--- src/rtl/dsp_pkg.sv ---
// rtl/dsp_pkg.sv - shared widths and lane helpers for the ordered read-data dispatcher
package dsp_pkg;

   // Width of one buffered R beat: {id, data, resp, last}
   function automatic int data_info_w(input int id_w, input int data_w, input int resp_w);
      return id_w + data_w + resp_w + 1;
   endfunction

   // Width of one order-queue entry: {slave index, arlen}
   function automatic int ord_info_w(input int slv_id_w, input int arlen_w);
      return slv_id_w + arlen_w;
   endfunction

   // LSB of lane 'lane' inside a packed per-slave bus of lanes 'lane_w' wide
   function automatic int lane_lsb(input int lane, input int lane_w);
      return lane * lane_w;
   endfunction

endpackage

--- src/rtl/dsp_sync_fifo.sv ---
// rtl/dsp_sync_fifo.sv - show-ahead synchronous FIFO, power-of-2 depth, sync active-high reset
module dsp_sync_fifo #(
   parameter int WIDTH = 8,
   parameter int DEPTH = 4
) (
   input  logic                     clk,
   input  logic                     rst,
   input  logic                     push,
   input  logic [WIDTH-1:0]         push_data,
   input  logic                     pop,
   output logic [WIDTH-1:0]         head,
   output logic [$clog2(DEPTH):0]   count
);
   localparam int AW = $clog2(DEPTH);

   logic [WIDTH-1:0] mem [DEPTH];
   logic [AW:0]      wr_ptr;
   logic [AW:0]      rd_ptr;

   // storage write; contents only become visible once the write pointer passes them
   always_ff @(posedge clk) begin
      if (push) begin
         mem[wr_ptr[AW-1:0]] <= push_data;
      end
   end

   // pointers carry one wrap bit so full and empty are distinguishable
   always_ff @(posedge clk) begin
      if (rst) begin
         wr_ptr <= '0;
         rd_ptr <= '0;
      end else begin
         if (push) wr_ptr <= wr_ptr + (AW+1)'(1);
         if (pop)  rd_ptr <= rd_ptr + (AW+1)'(1);
      end
   end

   assign head  = mem[rd_ptr[AW-1:0]];
   assign count = wr_ptr - rd_ptr;

endmodule

--- src/rtl/dsp_rdata_ordered_channel.sv ---
// rtl/dsp_rdata_ordered_channel.sv - in-order R dispatcher per master; DSP_RDATA_BEAT_CHECK_EN adds beat counting
module dsp_rdata_ordered_channel
   import dsp_pkg::*;
#(
   parameter int SLV_AMT         = 4,
   parameter int DATA_WIDTH      = 64,
   parameter int TRANS_MST_ID_W  = 5,
   parameter int TRANS_RESP_W    = 2,
   parameter int SLV_ID_W        = (SLV_AMT > 1) ? $clog2(SLV_AMT) : 1,
   parameter int DSP_RDATA_DEPTH = 16,
   parameter int DSP_ORD_DEPTH   = 8,
   parameter int ARLEN_W         = 8
) (
   input  logic                                ACLK_i,
   input  logic                                ARESET_i,
   input  logic [SLV_ID_W-1:0]                 dsp_AR_slv_id_i,
   input  logic [ARLEN_W-1:0]                  dsp_AR_len_i,
   input  logic                                dsp_AR_valid_i,
   output logic                                dsp_AR_ready_o,
   input  logic [TRANS_MST_ID_W*SLV_AMT-1:0]   sa_RID_i,
   input  logic [DATA_WIDTH*SLV_AMT-1:0]       sa_RDATA_i,
   input  logic [TRANS_RESP_W*SLV_AMT-1:0]     sa_RRESP_i,
   input  logic [SLV_AMT-1:0]                  sa_RLAST_i,
   input  logic [SLV_AMT-1:0]                  sa_RVALID_i,
   output logic [SLV_AMT-1:0]                  sa_RREADY_o,
   output logic [TRANS_MST_ID_W-1:0]           m_RID_o,
   output logic [DATA_WIDTH-1:0]               m_RDATA_o,
   output logic [TRANS_RESP_W-1:0]             m_RRESP_o,
   output logic                                m_RLAST_o,
   output logic                                m_RVALID_o,
   input  logic                                m_RREADY_i,
   output logic [$clog2(DSP_ORD_DEPTH):0]      dsp_outstanding_o,
   output logic                                dsp_err_o
);
   localparam int DW  = data_info_w(TRANS_MST_ID_W, DATA_WIDTH, TRANS_RESP_W);
   localparam int OW  = ord_info_w(SLV_ID_W, ARLEN_W);
   localparam int RCW = $clog2(DSP_RDATA_DEPTH) + 1;
   localparam int OCW = $clog2(DSP_ORD_DEPTH) + 1;

   logic [DW-1:0]      slv_in    [SLV_AMT];
   logic [DW-1:0]      slv_head  [SLV_AMT];
   logic [RCW-1:0]     slv_cnt   [SLV_AMT];
   logic [SLV_AMT-1:0] slv_full;
   logic [SLV_AMT-1:0] slv_empty;
   logic [SLV_AMT-1:0] slv_push;
   logic [SLV_AMT-1:0] slv_pop;

   logic [OW-1:0]       ord_head;
   logic [OCW-1:0]      ord_cnt;
   logic                ord_empty;
   logic                ord_full;
   logic                ord_push;
   logic                ord_pop;
   logic [SLV_ID_W-1:0] head_slv;
   logic [ARLEN_W-1:0]  head_len;

   logic          sel_empty;
   logic [DW-1:0] sel_beat;
   logic          last_eff;
   logic          fwd_valid;
   logic          move;
   logic [DW-1:0] fwd_beat;

   logic          out_valid;
   logic [DW-1:0] out_data;
   logic          skid_valid;
   logic [DW-1:0] skid_data;
   logic          skid_ready;

   // ---- per-slave beat buffers ----
   for (genvar s = 0; s < SLV_AMT; s++) begin : g_slv
      assign slv_in[s] = {sa_RID_i[lane_lsb(s, TRANS_MST_ID_W) +: TRANS_MST_ID_W],
                          sa_RDATA_i[lane_lsb(s, DATA_WIDTH) +: DATA_WIDTH],
                          sa_RRESP_i[lane_lsb(s, TRANS_RESP_W) +: TRANS_RESP_W],
                          sa_RLAST_i[s]};
      assign slv_full[s]  = (slv_cnt[s] == RCW'(DSP_RDATA_DEPTH));
      assign slv_empty[s] = (slv_cnt[s] == '0);
      assign slv_push[s]  = sa_RVALID_i[s] & ~slv_full[s];
      assign slv_pop[s]   = move & (head_slv == SLV_ID_W'(s));

      dsp_sync_fifo #(.WIDTH(DW), .DEPTH(DSP_RDATA_DEPTH)) u_rdata_fifo (
         .clk       (ACLK_i),
         .rst       (ARESET_i),
         .push      (slv_push[s]),
         .push_data (slv_in[s]),
         .pop       (slv_pop[s]),
         .head      (slv_head[s]),
         .count     (slv_cnt[s])
      );
   end

   assign sa_RREADY_o = ~slv_full;

   // ---- order queue: one entry per issued AR, retired on the last beat moved ----
   assign ord_empty      = (ord_cnt == '0);
   assign ord_full       = (ord_cnt == OCW'(DSP_ORD_DEPTH));
   assign dsp_AR_ready_o = ~ord_full | ord_pop;
   assign ord_push       = dsp_AR_valid_i & dsp_AR_ready_o;
   assign ord_pop        = move & last_eff;
   assign head_slv       = ord_head[OW-1 -: SLV_ID_W];
   assign head_len       = ord_head[ARLEN_W-1:0];
   assign dsp_outstanding_o = ord_cnt;

   dsp_sync_fifo #(.WIDTH(OW), .DEPTH(DSP_ORD_DEPTH)) u_ord_fifo (
      .clk       (ACLK_i),
      .rst       (ARESET_i),
      .push      (ord_push),
      .push_data ({dsp_AR_slv_id_i, dsp_AR_len_i}),
      .pop       (ord_pop),
      .head      (ord_head),
      .count     (ord_cnt)
   );

   // select the beat buffer named by the head order entry
   always_comb begin
      sel_empty = 1'b1;
      sel_beat  = '0;
      for (int s = 0; s < SLV_AMT; s++) begin
         if (head_slv == SLV_ID_W'(s)) begin
            sel_empty = slv_empty[s];
            sel_beat  = slv_head[s];
         end
      end
   end

   assign fwd_valid = ~ord_empty & ~sel_empty;
   assign move      = fwd_valid & skid_ready;
   assign fwd_beat  = {sel_beat[DW-1:1], last_eff};

`ifdef DSP_RDATA_BEAT_CHECK_EN
   logic [ARLEN_W:0] beat_cnt;
   logic             err_q;
   logic             len_hit;

   assign len_hit   = (beat_cnt == {1'b0, head_len});
   assign last_eff  = sel_beat[0] | len_hit;
   assign dsp_err_o = err_q;

   // count beats of the head burst; any RLAST/ARLEN disagreement latches the error
   always_ff @(posedge ACLK_i) begin
      if (ARESET_i) begin
         beat_cnt <= '0;
         err_q    <= 1'b0;
      end else if (move) begin
         beat_cnt <= last_eff ? '0 : beat_cnt + (ARLEN_W+1)'(1);
         if (sel_beat[0] != len_hit) err_q <= 1'b1;
      end
   end
`else
   assign last_eff  = sel_beat[0];
   assign dsp_err_o = 1'b0;
`endif

   // ---- 2-entry skid: registered outputs, upstream ready depends only on skid state ----
   assign skid_ready = ~skid_valid;

   // output register refills from the skid first, otherwise straight from the forward path
   always_ff @(posedge ACLK_i) begin
      if (ARESET_i) begin
         out_valid  <= 1'b0;
         out_data   <= '0;
         skid_valid <= 1'b0;
         skid_data  <= '0;
      end else if (~out_valid | m_RREADY_i) begin
         if (skid_valid) begin
            out_valid  <= 1'b1;
            out_data   <= skid_data;
            skid_valid <= 1'b0;
         end else begin
            out_valid <= move;
            if (move) out_data <= fwd_beat;
         end
      end else if (move) begin
         skid_valid <= 1'b1;
         skid_data  <= fwd_beat;
      end
   end

   assign m_RVALID_o = out_valid;
   assign m_RLAST_o  = out_data[0];
   assign m_RRESP_o  = out_data[TRANS_RESP_W:1];
   assign m_RDATA_o  = out_data[TRANS_RESP_W+1 +: DATA_WIDTH];
   assign m_RID_o    = out_data[TRANS_RESP_W+1+DATA_WIDTH +: TRANS_MST_ID_W];

endmodule
--- config.mk ---
export PLATFORM = sky130hd
export DESIGN_NAME = dsp_rdata_ordered_channel
export DESIGN_NICKNAME = d
export VERILOG_FILES = /design/src/rtl/dsp_pkg.sv /design/src/rtl/dsp_sync_fifo.sv /design/src/rtl/dsp_rdata_ordered_channel.sv
export SDC_FILE = /design/constraint.sdc
export NUM_CORES = 2
export LEC_CHECK = 0
export BUFFER_PORTS_ARGS = -buffer_cell sky130_fd_sc_hd__buf_4
export CORE_ASPECT_RATIO = 0.7
export CORE_MARGIN = 2
export CORE_UTILIZATION = 65
export DETAILED_ROUTE_END_ITERATION = 6
export PLACE_DENSITY_LB_ADDON = 0.3
export SLEW_MARGIN = 20
export SYNTH_ARGS = -nofsm -noshare
export SYNTH_HDL_FRONTEND = slang
export SYNTH_MEMORY_MAX_BITS = 65536
export SYNTH_SLANG_ARGS = --single-unit
--- constraint.sdc ---
create_clock -name ACLK_i -period 14.83 [get_ports ACLK_i]
set_input_delay 1.483 -clock ACLK_i [delete_from_list [all_inputs] [get_ports ACLK_i]]
set_output_delay 1.483 -clock ACLK_i [all_outputs]
set_load 0.05 [all_outputs]
==> metrics <==
outcome finished clean; source of the worst hold timing path skid_data[22]; first-pass GRT wire length 700000 um; worst skew pair latency 0.95 ns; commonest non-fill, non-tap cells in the layout edfxtp_1, mux4_2, buf_4; register area share after synthesis 0.779; max cap viols 0; fmax 129 MHz; Routed Antenna Nets 0; internal reg-to-reg setup slack 8.71 ns; Final Skew 0.0633 ns; filler instances 14772; Longest Clk Path Bufs 4; maximum net fanout on the critical path 45; Horiz. Die Dim 640 um; drt pass-1 iters 6; Die Area 0.287 sq mm; DP Area 0.192 sq mm; Clock Tree Root clkbuf_16; CTS buffer count 426; vias in the first global route 93907; Main synth FF type edfxtp_1; syn_area_per_cell 22.5 sq um; leakage 63.6 nW; vias per inst 7.30; share of layout cells above drive strength 1 0.281; Hold Buf Count CTS 0; final setup TNS 0 ns; WP data required 13.35 ns; Worst setup SP type flop; pre-CTS setup slack 7.99 ns; wire length per cell 38.6 um; via count 94714; final wirelength 501000 um; Synth cell types 61; Cells after Synth 8165; Row Count 163; most common cell after layout, fill and taps aside edfxtp_1; die height 449 um; I/O pin cnt 389; CTS resizes 0; clock transition at the registers of the reported paths 0.07 ns; PortBufs 379; CP arrival 6.27 ns; VDD IR max 0.217 mV; DP Wirelength 264000 um; Slew headroom 0.0820; setup bufs post-CTS 0; Post-Syn Area 0.184 sq mm; CP Capture Type primary output; Worst Setup Path Type reg2out; share of the synthesized area in the top cell type 0.755; largest net degree at the start of global routing 143; Design Area, Final 0.206 sq mm; Area growth syn-to-layout 12.1%; Synth Register Bits 4837; residual overflow from global routing 0; Async SR Flop Fraction 0; drt drc 0; hold depth 2; Final min period 7.75 ns; r2r endpoint out_data[29]; top post-synthesis cells by area edfxtp_1, mux4_2, dfxtp_1; H-tree depth 5; Core Region 0.282 sq mm; R2R depth 12; Post-Syn Nets 8513; DRT iter0 DRCs 16330; Net count, final 9094; Sink Count 4837; initial antenna violation count 123; Total GRT Usage 0.348; CTS tree built; Pwr Density 176 mW/mm^2; PnR worst setup slack 7.08 ns; RSZ-0062 raised after global routing false; Hold WC Path Type reg2reg; final hold viol count 0; endpoints failing setup 0; cell taking the most area after synthesis edfxtp_1; final slew viol count 0; synth warn 0; initial cell density of the core 0.653; Final period util 0.523; EDFF count, synth 4624; Hold Path Sink skid_data[22]; Placer Congestion 0.927; Worst-Margin Slew 1.38 ns
==> flip-flops by register name (all words and copies together), names as in the netlist, named ones only <==
signal and flops:
g_slv.u_rdata_fifo.mem 4608, out_data 72, skid_data 72, g_slv.u_rdata_fifo.rd_ptr 20, g_slv.u_rdata_fifo.wr_ptr 20, u_ord_fifo.mem 16
u_ord_fifo.rd_ptr 4, u_ord_fifo.wr_ptr 4, m_RVALID_o 1, skid_valid 1
==> critical path: stages, from the launching register on <==
cell and delay (ns):
dfxtp_4 0.78, buf_4 0.76, buf_4 0.86, mux4_2 0.64, a22oi_1 0.22, a21oi_1 0.25, or4_1 0.69, a31oi_2 0.43
inv_1 0.30, buf_4 0.27
==> layer usage <==
| metal | share of wire | track usage | vias up |
|---|---|---|---|
| met5 | 0.00066 | 0.000999 | - |
| met4 | 0.062 | 0.190 | 50 |
| met3 | 0.15 | 0.114 | 1147 |
| met2 | 0.46 | 0.499 | 7496 |
| met1 | 0.34 | 0.482 | 49287 |
| li1 | - | - | 36734 |
==> how the worst max path moves through the flow <==
stage	startpoint	to	slack [ns]	cells past startpoint
finish	flop	dsp_AR_ready_o	7.08	9
global route	flop	dsp_AR_ready_o	6.60	9
CTS	flop	dsp_AR_ready_o	6.92	9
detailed placement	flop	dsp_AR_ready_o	7.99	9
global placement	flop	dsp_AR_ready_o	7.98	9
floorplan	sa_RVALID_i[2]	g_slv[2].u_rdata_fifo.mem[3][0]	7.15	4
==> report_power, final <==
group / internal (mW) / switching, mW / leakage (nW)
Combinational: 3.58 / 5.71 / 13.6
Sequential: 15.7 / 0.422 / 43.5
Clock: 6.02 / 4.92 / 6.55
Total: 25.3 / 11.1 / 63.6
==> layout make-up <==
cell class / count / area (sq um) / area share
flip-flops and latches: 4837 / 143000 / 0.695
multi-input cells: 2757 / 39100 / 0.190
diodes: 87 / 218 / 0.00106
clock inverters: 247 / 2220 / 0.0108
inverters: 38 / 143 / 0.000692
clock buffers: 530 / 11200 / 0.0544
repair buffers: 686 / 5330 / 0.0259
well taps: 3795 / 4750 / 0.0230
==> Yosys cell counts, types with 4 or more instances <==
cell type,instances
edfxtp_1,4624
mux4_2,1156
clkbuf_1,349
a221oi_1,279
a22o_1,279
dfxtp_1,213
a211oi_1,147
buf_2,119
a21oi_1,107
nor2_1,91
nand4_1,87
o31ai_1,80
mux2i_1,78
o221ai_1,70
o22a_1,69
buf_1,58
ha_1,41
inv_1,37
nand2_1,35
nor3_1,32
nor2b_1,20
nand3_1,19
a22oi_1,16
xor2_1,16
or3_1,15
o21ai_0,14
xnor2_1,11
nand2b_1,10
and2_1,8
buf_4,7
or4_1,7
a21o_1,6
and3_1,6
mux2_2,6
a31oi_1,5
o211ai_1,5
a31o_2,4
nor4_2,4
o21a_1,4
==> through the flow <==
stage	instances	utilization	power, mW	hold WS (ns)
3_5_place_dp	12083	0.682	25.2	0.462
5_1_grt	12950	0.731	37.3	0.486
4_1_cts	12860	0.730	36.0	0.472
3_3_place_gp	12068	0.681	25.0	0.454
2_1_floorplan	8165	-	22.1	0.448
6_report	12977	0.732	36.4	0.473
==> cell families after synthesis <==
kind of cell / after synthesis / share of synthesized area
multiplexers: 1241 / 0.146
adder cells (fa/ha/maj): 42 / 0.00290
flip-flops: 4837 / 0.779
AND/OR/NAND/NOR: 346 / 0.0101
AO/OA/AOI/OAI: 1100 / 0.0482
buffers and inverters: 571 / 0.0126
XOR/XNOR: 27 / 0.00129
other: 1 / 0.0000204
Note: power is estimated with default switching activity, not from simulation.
